$ cat src/rtl/vga_tile_renderer.sv
// Tile-map VGA renderer: pixel-rate timing generator, two-stage pixel pipeline,
// one ROM row per tile row, and per-frame latched sprites drawn over the map.
module vga_tile_renderer #(
    parameter int          H_ACTIVE = 640,
    parameter int          H_FP     = 16,
    parameter int          H_SYNC   = 96,
    parameter int          H_BP     = 48,
    parameter int          V_ACTIVE = 480,
    parameter int          V_FP     = 10,
    parameter int          V_SYNC   = 2,
    parameter int          V_BP     = 33,
    parameter int          CLK_DIV  = 4,
    parameter int          TILE     = 20,
    parameter int          MAP_W    = 30,
    parameter int          MAP_H    = 21,
    parameter int          N_SPR    = 4,
    parameter bit          SYNC_NEG = 1'b1,
    parameter logic [11:0] BG_RGB   = 12'hF00,
    parameter logic [11:0] WALL_RGB = 12'hFF0,
    localparam int         AW       = (MAP_H > 1) ? $clog2(MAP_H) : 1
) (
    input  logic                 clk,
    input  logic                 reset,
    input  logic [8*N_SPR-1:0]   spr_x,
    input  logic [8*N_SPR-1:0]   spr_y,
    input  logic [N_SPR-1:0]     spr_en,
    input  logic [12*N_SPR-1:0]  spr_rgb,
    output logic [AW-1:0]        map_addr,
    input  logic [MAP_W-1:0]     map_data,
    output logic                 hsync,
    output logic                 vsync,
    output logic                 de,
    output logic [11:0]          rgb,
    output logic [9:0]           h_count,
    output logic [9:0]           v_count,
    output logic                 frame_start
);

    localparam int CW = (MAP_W > 1) ? $clog2(MAP_W) : 1;
    localparam logic [9:0]  H_LAST   = 10'(H_ACTIVE + H_FP + H_SYNC + H_BP - 1);
    localparam logic [9:0]  V_LAST   = 10'(V_ACTIVE + V_FP + V_SYNC + V_BP - 1);
    localparam logic [9:0]  HS_FIRST = 10'(H_ACTIVE + H_FP);
    localparam logic [9:0]  HS_END   = 10'(H_ACTIVE + H_FP + H_SYNC - 1);
    localparam logic [9:0]  VS_FIRST = 10'(V_ACTIVE + V_FP);
    localparam logic [9:0]  VS_END   = 10'(V_ACTIVE + V_FP + V_SYNC - 1);
    localparam logic [9:0]  H_ACT_W  = 10'(H_ACTIVE);
    localparam logic [9:0]  V_ACT_W  = 10'(V_ACTIVE);
    localparam logic [9:0]  TILE_W   = 10'(TILE);
    localparam logic [9:0]  MAP_W_W  = 10'(MAP_W);
    localparam logic [9:0]  MAP_H_W  = 10'(MAP_H);
    localparam logic [19:0] TILE_20  = 20'(TILE);
    localparam logic [3:0]  DIV_LAST = 4'(CLK_DIV - 1);
    localparam logic        SYNC_ON  = !SYNC_NEG;

    logic [3:0] div_cnt;
    logic       pix_tick;
    logic       h_end, v_end, frame_end;

    assign pix_tick  = (div_cnt == DIV_LAST);
    assign h_end     = (h_count == H_LAST);
    assign v_end     = (v_count == V_LAST);
    assign frame_end = pix_tick && h_end && v_end;

    // NOTE: every register here, shadow copies included, clears asynchronously so
    // a mid-frame reset restarts from a fully known state.
    always_ff @(posedge clk or negedge reset) begin
        if (!reset) begin
            div_cnt     <= '0;
            h_count     <= '0;
            v_count     <= '0;
            frame_start <= 1'b0;
        end else begin
            div_cnt     <= pix_tick ? 4'd0 : div_cnt + 4'd1;
            frame_start <= frame_end;
            if (pix_tick) begin
                if (h_end) begin
                    h_count <= '0;
                    v_count <= v_end ? 10'd0 : v_count + 10'd1;
                end else begin
                    h_count <= h_count + 10'd1;
                end
            end
        end
    end

    // Sprite state is sampled once per frame so a frame never tears.
    logic [8*N_SPR-1:0]  spr_x_sh, spr_y_sh;
    logic [N_SPR-1:0]    spr_en_sh;
    logic [12*N_SPR-1:0] spr_rgb_sh;

    always_ff @(posedge clk or negedge reset) begin
        if (!reset) begin
            spr_x_sh   <= '0;
            spr_y_sh   <= '0;
            spr_en_sh  <= '0;
            spr_rgb_sh <= '0;
        end else if (frame_end) begin
            spr_x_sh   <= spr_x;
            spr_y_sh   <= spr_y;
            spr_en_sh  <= spr_en;
            spr_rgb_sh <= spr_rgb;
        end
    end

    // Stage 1: coordinates, tile indices and the ROM row request.
    logic [9:0] s1_h, s1_v, s1_col, s1_row, row_now;
    assign row_now = v_count / TILE_W;

    always_ff @(posedge clk or negedge reset) begin
        if (!reset) begin
            s1_h     <= '0;
            s1_v     <= '0;
            s1_col   <= '0;
            s1_row   <= '0;
            map_addr <= '0;
        end else if (pix_tick) begin
            s1_h     <= h_count;
            s1_v     <= v_count;
            s1_col   <= h_count / TILE_W;
            s1_row   <= row_now;
            map_addr <= (row_now >= MAP_H_W) ? AW'(MAP_H - 1) : AW'(row_now);
        end
    end

    // Stage 2 colour selection; the loop runs downward so the lowest index wins.
    logic        spr_hit, wall_hit, active;
    logic [11:0] spr_col, pix_rgb;
    logic [19:0] x0, y0, h20, v20;

    assign h20 = {10'd0, s1_h};
    assign v20 = {10'd0, s1_v};

    // NOTE: defaults come first so no path through the loop infers a latch.
    always_comb begin
        spr_hit = 1'b0;
        spr_col = '0;
        x0      = '0;
        y0      = '0;
        for (int i = N_SPR - 1; i >= 0; i--) begin
            x0 = 20'(spr_x_sh[8*i +: 8]) * TILE_20;
            y0 = 20'(spr_y_sh[8*i +: 8]) * TILE_20;
            if (spr_en_sh[i] && h20 >= x0 && h20 <= x0 + TILE_20 - 20'd1 &&
                v20 >= y0 && v20 <= y0 + TILE_20 - 20'd1) begin
                spr_hit = 1'b1;
                spr_col = spr_rgb_sh[12*i +: 12];
            end
        end
    end

    assign active   = (s1_h < H_ACT_W) && (s1_v < V_ACT_W);
    assign wall_hit = (s1_col < MAP_W_W) && (s1_row < MAP_H_W) && map_data[s1_col[CW-1:0]];
    assign pix_rgb  = !active ? 12'h000 : spr_hit ? spr_col : wall_hit ? WALL_RGB : BG_RGB;

    always_ff @(posedge clk or negedge reset) begin
        if (!reset) begin
            rgb   <= '0;
            de    <= 1'b0;
            hsync <= !SYNC_ON;
            vsync <= !SYNC_ON;
        end else if (pix_tick) begin
            rgb   <= pix_rgb;
            de    <= active;
            hsync <= (s1_h >= HS_FIRST && s1_h <= HS_END) ? SYNC_ON : !SYNC_ON;
            vsync <= (s1_v >= VS_FIRST && s1_v <= VS_END) ? SYNC_ON : !SYNC_ON;
        end
    end

endmodule

$ cat config.mk
export PLATFORM = sky130hd
export DESIGN_NAME = vga_tile_renderer
export DESIGN_NICKNAME = d
export VERILOG_FILES = /design/src/rtl/vga_tile_renderer.sv
export SDC_FILE = /design/constraint.sdc
export NUM_CORES = 1
export LEC_CHECK = 0
export BUFFER_PORTS_ARGS = -buffer_cell sky130_fd_sc_hd__buf_2
export CORE_ASPECT_RATIO = 0.8
export CORE_MARGIN = 1
export CORE_UTILIZATION = 54
export DETAILED_ROUTE_END_ITERATION = 8
export PLACE_DENSITY = 0.82
export SYNTH_ARGS = -nofsm -noshare
export SYNTH_HDL_FRONTEND = slang
export SYNTH_SLANG_ARGS = --single-unit
$ cat constraint.sdc
create_clock -name clk -period 4.7 [get_ports clk]
set_input_delay 0.235 -clock clk [delete_from_list [all_inputs] [get_ports clk]]
set_output_delay 0.235 -clock clk [all_outputs]
set_load 0.1 [all_outputs]
Word level (Yosys, flattened, before mapping)
Cells that the tools add are included.

Input port bits: 148. Word-level logic and storage cells: 118. Register bits after elaboration: 201. Output and inout port bits: 41.

Div/mod/pow operators: 2. $mul: 8. $add $sub $neg: 19. Order comparisons: 26. Mux-type cells: 19. Equality and inequality tests: 3. Reductions and logical operators: 24.

Operator list (number): $le A10 B20 Y1 (8); $sub A14 B1 Y15 const B (8); $add A13 B5 Y14 const B (8); $ge A10 B13 Y1 (8); $mul A8 B3 Y11 const B (8); $mux W12 (6); $logic_and A1 B1 Y1 (23); $add A10 B1 Y10 const B (2); $div A10 B5 Y10 const B (2); $eq A10 B10 Y1 const B (2); $lt A10 B5 Y1 const B (2); $mux W10 (2); $ge A10 B10 Y1 const B (1); $ge A10 B5 Y1 const B (1); $ge A10 B9 Y1 const B (1); $le A10 B10 Y1 const B (1); $le A10 B9 Y1 const B (1); $lt A10 B10 Y1 const B (1); $lt A10 B9 Y1 const B (1); $mux W8 (1); $mux W1 (7); $lt A5 B6 Y1 const B (1); $bmux W1 S5 (1); $mux W5 (1); other kinds (4) (4).

Longest topological paths before layout
Gate-level depths: netlist of the first run.

Depth after elaboration: 13. Gate-level depth with buffers: 18. Depth with buffers taken out: 17.

Least setup slack after synthesis of the first run
Ideal clock, no wire load.

Path kind: reg-to-reg. Start point: register spr_x_sh[9]. End point: register rgb[4]. Path slack: 357 ps. Period minus slack after synthesis: 4343 ps. Stages on the path, launching flop included: 17. Path buffers: 0. Arrival time: 4200 ps. Library setup time: 144 ps. Required time: 4556 ps. Cell sequence: dfrtp_1 ha_1 ha_1 inv_1 fa_1 or3_1 nor3_1 xnor2_1 ha_1 a2111oi_0 nand2_1 a31oi_1 a311oi_1 nor4_1 a22oi_1 a222oi_1 a22oi_1.

Word-level cells in the longest chain between the ends: 11. Elaborated cells on any way between the ends: 15. Classes of those cells: 2 x add/sub; 1 x mul; 2 x order compare; 6 x mux; 4 x reduce/logical.

RTL lines: start: declaration (line 87) `logic [8*N_SPR-1:0] spr_x_sh, spr_y_sh;`; start signal: assignment (line 98) `spr_x_sh <= spr_x;`; $mul A8 B3 Y11 * (line 140) `x0 = 20'(spr_x_sh[8*i +: 8]) * TILE_20;`; $add A13 B5 Y14 (line 142) `if (spr_en_sh[i] && h20 >= x0 && h20 <= x0 + TILE_20 - 20'd1 &&`; $sub A14 B1 Y15 (line 142); $le A10 B20 Y1 (line 142); $logic_and A1 B1 Y1 * (2 in series) (line 142); $logic_and A1 B1 Y1 * (line 143) `v20 >= y0 && v20 <= y0 + TILE_20 - 20'd1) begin`; $mux W12 or $mux W1 (tied branches) (2 in series) (line 142); $mux W12 * (2 in series) (line 152) `assign pix_rgb = !active ? 12'h000 : spr_hit ? spr_col : wall_hit ? WALL_RGB : BG_RGB;`; end signal: assignment (line 161) `rgb <= pix_rgb;`; end: declaration (line 33) `output logic [11:0] rgb,`.

Mark *: on every way between the ends. The rest lies on a longest branch, timed or not. A chain may end at the register's enable or synchronous reset.

Worst setup path in the final report of the first run
Start point: register spr_x_sh[19]. End point: register rgb[5].

Word-level cells in the longest chain between the ends: 12. Elaborated cells on any way between the ends: 17. Classes of those cells: 2 x add/sub; 1 x mul; 2 x order compare; 8 x mux; 4 x reduce/logical.

RTL lines (line): $mul A8 B3 Y11 * (140); $add A13 B5 Y14 (142); $sub A14 B1 Y15 (142); $le A10 B20 Y1 (142); $logic_and A1 B1 Y1 * (2 in series) (142); $logic_and A1 B1 Y1 * (143); $mux W12 or $mux W1 (tied branches) (3 in series) (142); $mux W12 * (2 in series) (152).

Marked as above.

==> impl_results.md, run 1 <==
* Status: finished, final reports clean
* Crit path max fanout at 11
* Setup_tns at 0 ps
* Synth Warn # at 0
* Tmin final at 4540 ps
* Register-to-register setup slack at 160 ps
* Crit path largest cell delay at approximately 500 ps
* Total wire length at between 40,000 and 50,000 um
* Core area at approximately 28,000 um2
* DRT iter0 DRCs at 1,262
* Area leader, netlist: dfrtp_1
* Largest net degree at the start of global routing at 147
* Routed Antenna Nets at 0
* Post-layout nets at 2,206
* Crit share post-route at 0.965
* Main area contributors after synthesis: dfrtp_1, ha_1, mux2_2, o21ai_0, nand2_1
* Worst path most repeated cell: ha_1
* Slew margin rel. at 0.389
* Drc violations at 0
* CTS HTree Levels at 4
* CP arrival at about 4800 ps
* Die Y at between 150 and 200 um
* CP max-delay cell: fa_1
* Max VDD drop at between 300 and 400 uV
* Initial antenna violation count at 0
* Detailed Place HPWL at 31,300 um
* # setup viols final at 0
* Total GRT Usage at 0.295
* Worst-case clock skew at 19.0 ps
* Vias post-DR at 13,400
* Hold Path Class: input pin to flip-flop
* Die ar. at 29,200 um2
* Deepest clock path buffer count at 2
* CTS buffer count at 17
* FMAX at 220 MHz
* Port Buffers at 188
* Pwr/cell area at around 190 nW/um2
* Final Max Slew Viols at 0
* Buf+Inv Stages, Crit Path at 2
* Design Power at 3.35 mW
* Share of Yosys cell area claimed by the top area cell type at 0.310
* Avg WL per Cell at 19.2 um
* Rows at 54
* Skew-Pair Late Insertion Delay at 460 ps
* Vias in the first global route at between 10,000 and 15,000
* Ys async rst share at 1.00
* Routability cong. at ~0.94
* Number of distinct library cells after synthesis at 89
* Max-Cap Viols at 0
* Share of layout cells above drive strength 1 at 0.213
* CP delay by family, top: compound AO/OA/AOI/OAI gates
* WP data required at 5010 ps
* Ant diodes at 0
* Reg clk slew, reported paths at 80 ps
* DIE WIDTH at 191 um
* Cell Area, Synth at 15,400 um2
* Worst setup path class: flip-flop to flip-flop
* Area delta synth->final at 15.7%
* Crit path capture type: flip-flop
* Final Hold Vio Count at 0
* Part of the Yosys area used for sequential elements at 0.313
* Leak Pwr at about 8.7 nW
* Count leader, synth: ha_1
* Drt pass-1 iters at 8
* Vias/cell at 6.11
* First-pass GRT wire length at 68,900 um
* Crit-path cells: ha_1, ha_1, inv_1, fa_1, or3_1, nor3_1, xnor2_1, ha_1, a2111oi_1, nand2_1, a311oi_2, buf_4, a2bb2oi_2, a222oi_1, a22oi_1
* IO Count at 189
* Clock tree from TritonCTS: done
* Top_reg_cell synth: dfrtp_1
* Post-Syn Instances at 1,614
* Top post-synthesis cells by count: ha_1, dfrtp_1, nand2_1, o21ai_0, inv_1
* Gr ovfl total at 0
* Number of flops mapped to enable cells by yosys at 0
* Startpoint types: flip-flop
* Clock sink count at slightly below 200
* Initial Util at 0.558
* Clk root buf: clkbuf_16
* Worst-Margin Slew at 917 ps
* Synthesized area per cell at 9.55 um2
* Seq cells post-synth at 193
* Syn_nets at about 2,000
-- area by class of cell --
type | instances | area, um2
sequential | 193 | 4830
clock inverter | 14 | 189
fill | 2201 | 9790
timing repair buffer | 247 | 1490
clock buffer | 18 | 429
tap | 364 | 455
inverter | 117 | 439
multi-input combinational | 1245 | 10000
-- timing repair --
item | in CTS | in global routing
hold buffers | 33 | 1
pin swaps | 0 | 6
hold endpoints to repair | 138 | 1
cloned | 0 | 0
resized for setup | 1 | 23
setup buffers | 0 | 8
setup endpoints to repair | 3 | 12
-- state kept, by name, indices dropped and copies added, names as in the netlist, 10 cells and up --
signal and cells:
spr_rgb_sh 48, spr_x_sh 32, spr_y_sh 32, rgb 12, h_count 10, s1_h 10, s1_v 10, v_count 10
-- path summary, 6_finish.rpt --
check | startpoint | end | cells after the start
worst max register to register | spr_x_sh[19] | rgb[5] | 15
worst min-delay path | spr_x[31] | spr_x_sh[31] | 2
min in group asynchronous | reset | spr_y_sh[28] | 2
worst min register to register | map_addr[1] | map_addr[1] | 2
max in group asynchronous | reset | s1_row[4] | 3
worst max-delay path | spr_x_sh[19] | rgb[5] | 15
-- cell families after synthesis --
logic type | after synthesis | share of synthesized area
AO/OA/AOI/OAI | 364 | 0.163
XOR/XNOR | 77 | 0.0437
adder cells (fa/ha/maj) | 238 | 0.197
buffers and inverters | 176 | 0.0446
flip-flops | 193 | 0.313
multiplexers | 104 | 0.0821
AND/OR/NAND/NOR | 462 | 0.156
-- layout by cell type, fill, tap and decap left out, types with 24 or more instances in the layout --
cell and count:
a21oi_1 43, dfrtp_1 191, dlygate4sd3_1 34, nand3_1 36, mux2_2 90, xnor2_1 47
o21ai_0 123, buf_4 24, ha_1 229, nor3_1 32, inv_1 116, nand2_1 127
buf_2 187, nor2_1 79, xor2_1 28
-- per-stage QoR --
step,instances,cell area [um2],util,hold WS [ps],setup WS (ps)
after floorplan,1614,15400,-,-60.6,357
after global placement,2124,16700,0.605,403,255
after detailed placement,2124,16700,0.605,418,-10.6
after CTS,2189,17700,0.640,0.181,4.77
after global routing,2198,17800,0.646,2.04,-67.6
final,2198,17800,0.646,10.8,164
-- report_power, final --
| part | internal [mW] | switching, mW | total [mW] |
|---|---|---|---|
| sequential | 1.66 | 0.00200 | 1.66 |
| clock | 0.815 | 0.727 | 1.54 |
| combinational | 0.0709 | 0.0737 | 0.145 |
-- layer usage --
metal  part of all wire  vias up  track usage
met5                  0        -            0
met4              0.019        0       0.0781
met3              0.062       68       0.0478
met2               0.46      497        0.452
met1               0.46     6504        0.430
li1                   -     6359            -
Power figures use the tool's default switching activity.
==> inputs of run 2 (changes only) <==
Settings changed: CORE_UTILIZATION 54 to 35, PLACE_DENSITY 0.82 to 0.59.
==> run 2 against run 1 <==
Against the previous run: sequential cell count is the same; critical endpoint is now rgb[4]; final cell count up 12%; register-to-register slack improved by 50 ps; design area is 5.7% higher; fmax grew 1.2%; hold slack improved by 7.9 ps; sequential share of layout area fell by 1.5 points; critical path type unchanged; sequential power hardly changed; global-route usage fell by 9.1 points; critical path depth increased by 3; power grew 2.1%.
==> impl_results.md, run 2 (synthesis results as in run 1) <==
* Number of fill cells at 4,157 (+89%)
* Biggest regs: spr_rgb_sh (48), spr_x_sh (32), spr_y_sh (32)
* First-pass GRT wire length at 72,100 um (+4.7%)
* Setup WS pre-CTS at 96.5 ps (+107 ps)
* Crit-path cells: ha_1, ha_1, inv_1, fa_1, or3_1, nor3_2, xnor2_1, ha_1, o21ai_0, nor2_1, o32ai_1, a311oi_2, nor3_1, buf_4, a32o_2, o41ai_4, buf_4, a22oi_1
* Drt pass-1 iters at 5 (-3)
* Clock Power Share at 0.459 (about the same)
* Sw frac at 0.240 (about the same)
* Design internal power at 2.60 mW (+2.1%)
* Design Power at 3.42 mW (+2.1%)
* Buf+Inv Stages, Crit Path at 3 (+1)
* Share of layout cells above drive strength 1 at 0.214 (+0.00103)
* Die Y at 190 um (+24%)
* Combinational share of power at 0.055 (+0.012)
* Avg WL per Cell at 18.4 um (-4.4%)
* Worst setup path class: flip-flop to flip-flop
* Die ar. at 44,900 um2 (+54%)
* Post-layout nets at 2,272 (+3.0%)
* Switch Pwr at 821 uW (+2.2%)
* Status: finished, final reports clean
* Final Hold Vio Count at 0 (unchanged)
* Ant diodes at 0 (unchanged)
* CTS buffer count at 17 (unchanged)
* Crit share post-route at 0.954 (-0.0113)
* Crit path largest cell delay at 490 ps (about the same)
* Initial antenna violation count at 0 (unchanged)
* Pwr/cell area at 181 nW/um2 (-3.3%)
* Post-route cell area at 18,900 um2 (+5.7%)
* Clk root buf: clkbuf_16
* Routability cong. at 0.868 (-7.3%)
* Initial Util at 0.356 (-0.202)
* Worst-case clock skew at 19.3 ps (+0.333 ps)
* Detailed Place HPWL at 34,100 um (+8.9%)
* CP max-delay cell: fa_1
* Deepest clock path buffer count at 2 (unchanged)
* Hold Path Class: input pin to flip-flop
* DIE WIDTH at 237 um (+24%)
* Top reg by flops: spr_rgb_sh
* Crit path capture type: flip-flop
* Reg power frac at 0.486 (-0.010)
* Startpoint types: flip-flop
* Vias post-DR at 13,300 (-0.89%)
* WP data required at 5040 ps (+30 ps)
* Final Max Slew Viols at 0 (unchanged)
* Most common cell after layout, fill and taps aside: ha_1
* IO Count at 189 (unchanged)
* Tmin final at 4480 ps (-53.2 ps)
* FMAX at 223 MHz (+1.2%)
* Vias/cell at 5.41 (-11%)
* Reg clk slew, reported paths at 80 ps (about the same)
* Worst-Margin Slew at 835 ps (-81.8 ps)
* Worst R2R Path Depth at 18 (+3)
* Gr ovfl total at 0 (unchanged)
* Max-Cap Viols at 0 (unchanged)
* CP arrival at 4820 ps (-20 ps)
* Core area at 43,300 um2 (+57%)
* Fin worst setup slack at 217 ps (+53.2 ps)
* Drc violations at 0 (unchanged)
* Slew margin rel. at 0.443 (+0.0545)
* Rows at 68 (+26%)
* Stages on worst setup path at 18 (+3)
* Port Buffers at 188 (unchanged)
* Placed Area at 17,100 um2 (+2.1%)
* Total wire length at 45,200 um (+7.0%)
* Skew-Pair Late Insertion Delay at 470 ps (about the same)
* Worst path most repeated cell: ha_1
* CP delay by family, top: adder cells
* Vias in the first global route at 13,200 (-1.1%)
* Crit path max fanout at 9 (-2)
* Clock tree from TritonCTS: done
* Max FFs per register at 48 (unchanged)
* Largest net degree at the start of global routing at 108 (-27%)
* Clock sink count at 193 (unchanged)
* CTS HTree Levels at 4 (unchanged)
* Total GRT Usage at 0.204 (-0.0915)
* # setup viols final at 0 (unchanged)
* DRT iter0 DRCs at 1,032 (-18%)
* Area delta synth->final at 22.3%
* Leak Pwr at 9.05 nW (+3.9%)
* Max VDD drop at 261 uV (-25%)
* Worst hold stages at 2 (unchanged)
* Most frequent cells in the layout: ha_1, dfrtp_1, buf_2, nand2_1, o21ai_0
* Routed Antenna Nets at 0 (unchanged)
==> run 2: cell types whose count changed in the layout (fill, tap and decap cells not counted), moves of 3 or more <==
cell,change
xnor2_1,-3
a2111oi_2,+3
xnor2_2,+3
buf_12,+5
dlygate4sd3_1,+60
a2111oi_1,-4
==> run 2: path summary, 6_finish.rpt <==
kind	startpoint	end	slack [ps]
worst max-delay path	spr_y_sh[11]	rgb[4]	220
max in group asynchronous	reset	spr_rgb_sh[11]	3310
worst max register to register	spr_y_sh[11]	rgb[4]	220
worst min-delay path	spr_rgb[14]	spr_rgb_sh[14]	20
min in group asynchronous	reset	spr_x_sh[5]	350
worst min register to register	div_cnt[0]	div_cnt[0]	470
==> run 2: final cells by class <==
type,count,area (um2),area share
clock buffer,19,453,0.0240
clock inverter,13,169,0.00896
timing repair buffer,313,2200,0.117
tap,560,701,0.0372
multi-input combinational,1245,10100,0.534
inverter,117,439,0.0233
sequential,193,4830,0.256
==> run 2: per-layer routing <==
layer	vias to the layer above	global-route usage	wire length, um	share of wire
met4	0	0.0562	793	0.018
li1	6490	-	-	-
met1	6421	0.297	22200	0.49
met5	-	0	0	0
met3	45	0.0311	2230	0.049
met2	352	0.311	20000	0.44
==> run 2: what timing repair did <==
item                                   4_1_cts  5_1_grt
endpoints found under the hold margin      177        0
hold buffers                                94        0
buffers inserted                             0        8
setup endpoints to repair                    0       12
resized for setup                            0       32
==> run 2: power groups by stage <==
stage               clock, mW  combinational (mW)  sequential [mW]
floorplan                   0             0.00950             1.71
global placement            0               0.131             1.70
detailed placement          0               0.133             1.70
CTS                      1.62               0.194             1.66
global route             1.69               0.207             1.66
finish                   1.57               0.189             1.66
==> run 2: through the flow <==
step | TNS, ps | hold WS (ps) | std cells | utilization
after global routing | -31.9 | 6.53 | 2460 | 0.435
final | 0 | 18.7 | 2460 | 0.435
after floorplan | 0 | -60.6 | 1614 | -
after detailed placement | 0 | 340 | 2326 | 0.394
after CTS | 0 | 0.561 | 2452 | 0.431
after global placement | 0 | 340 | 2326 | 0.394
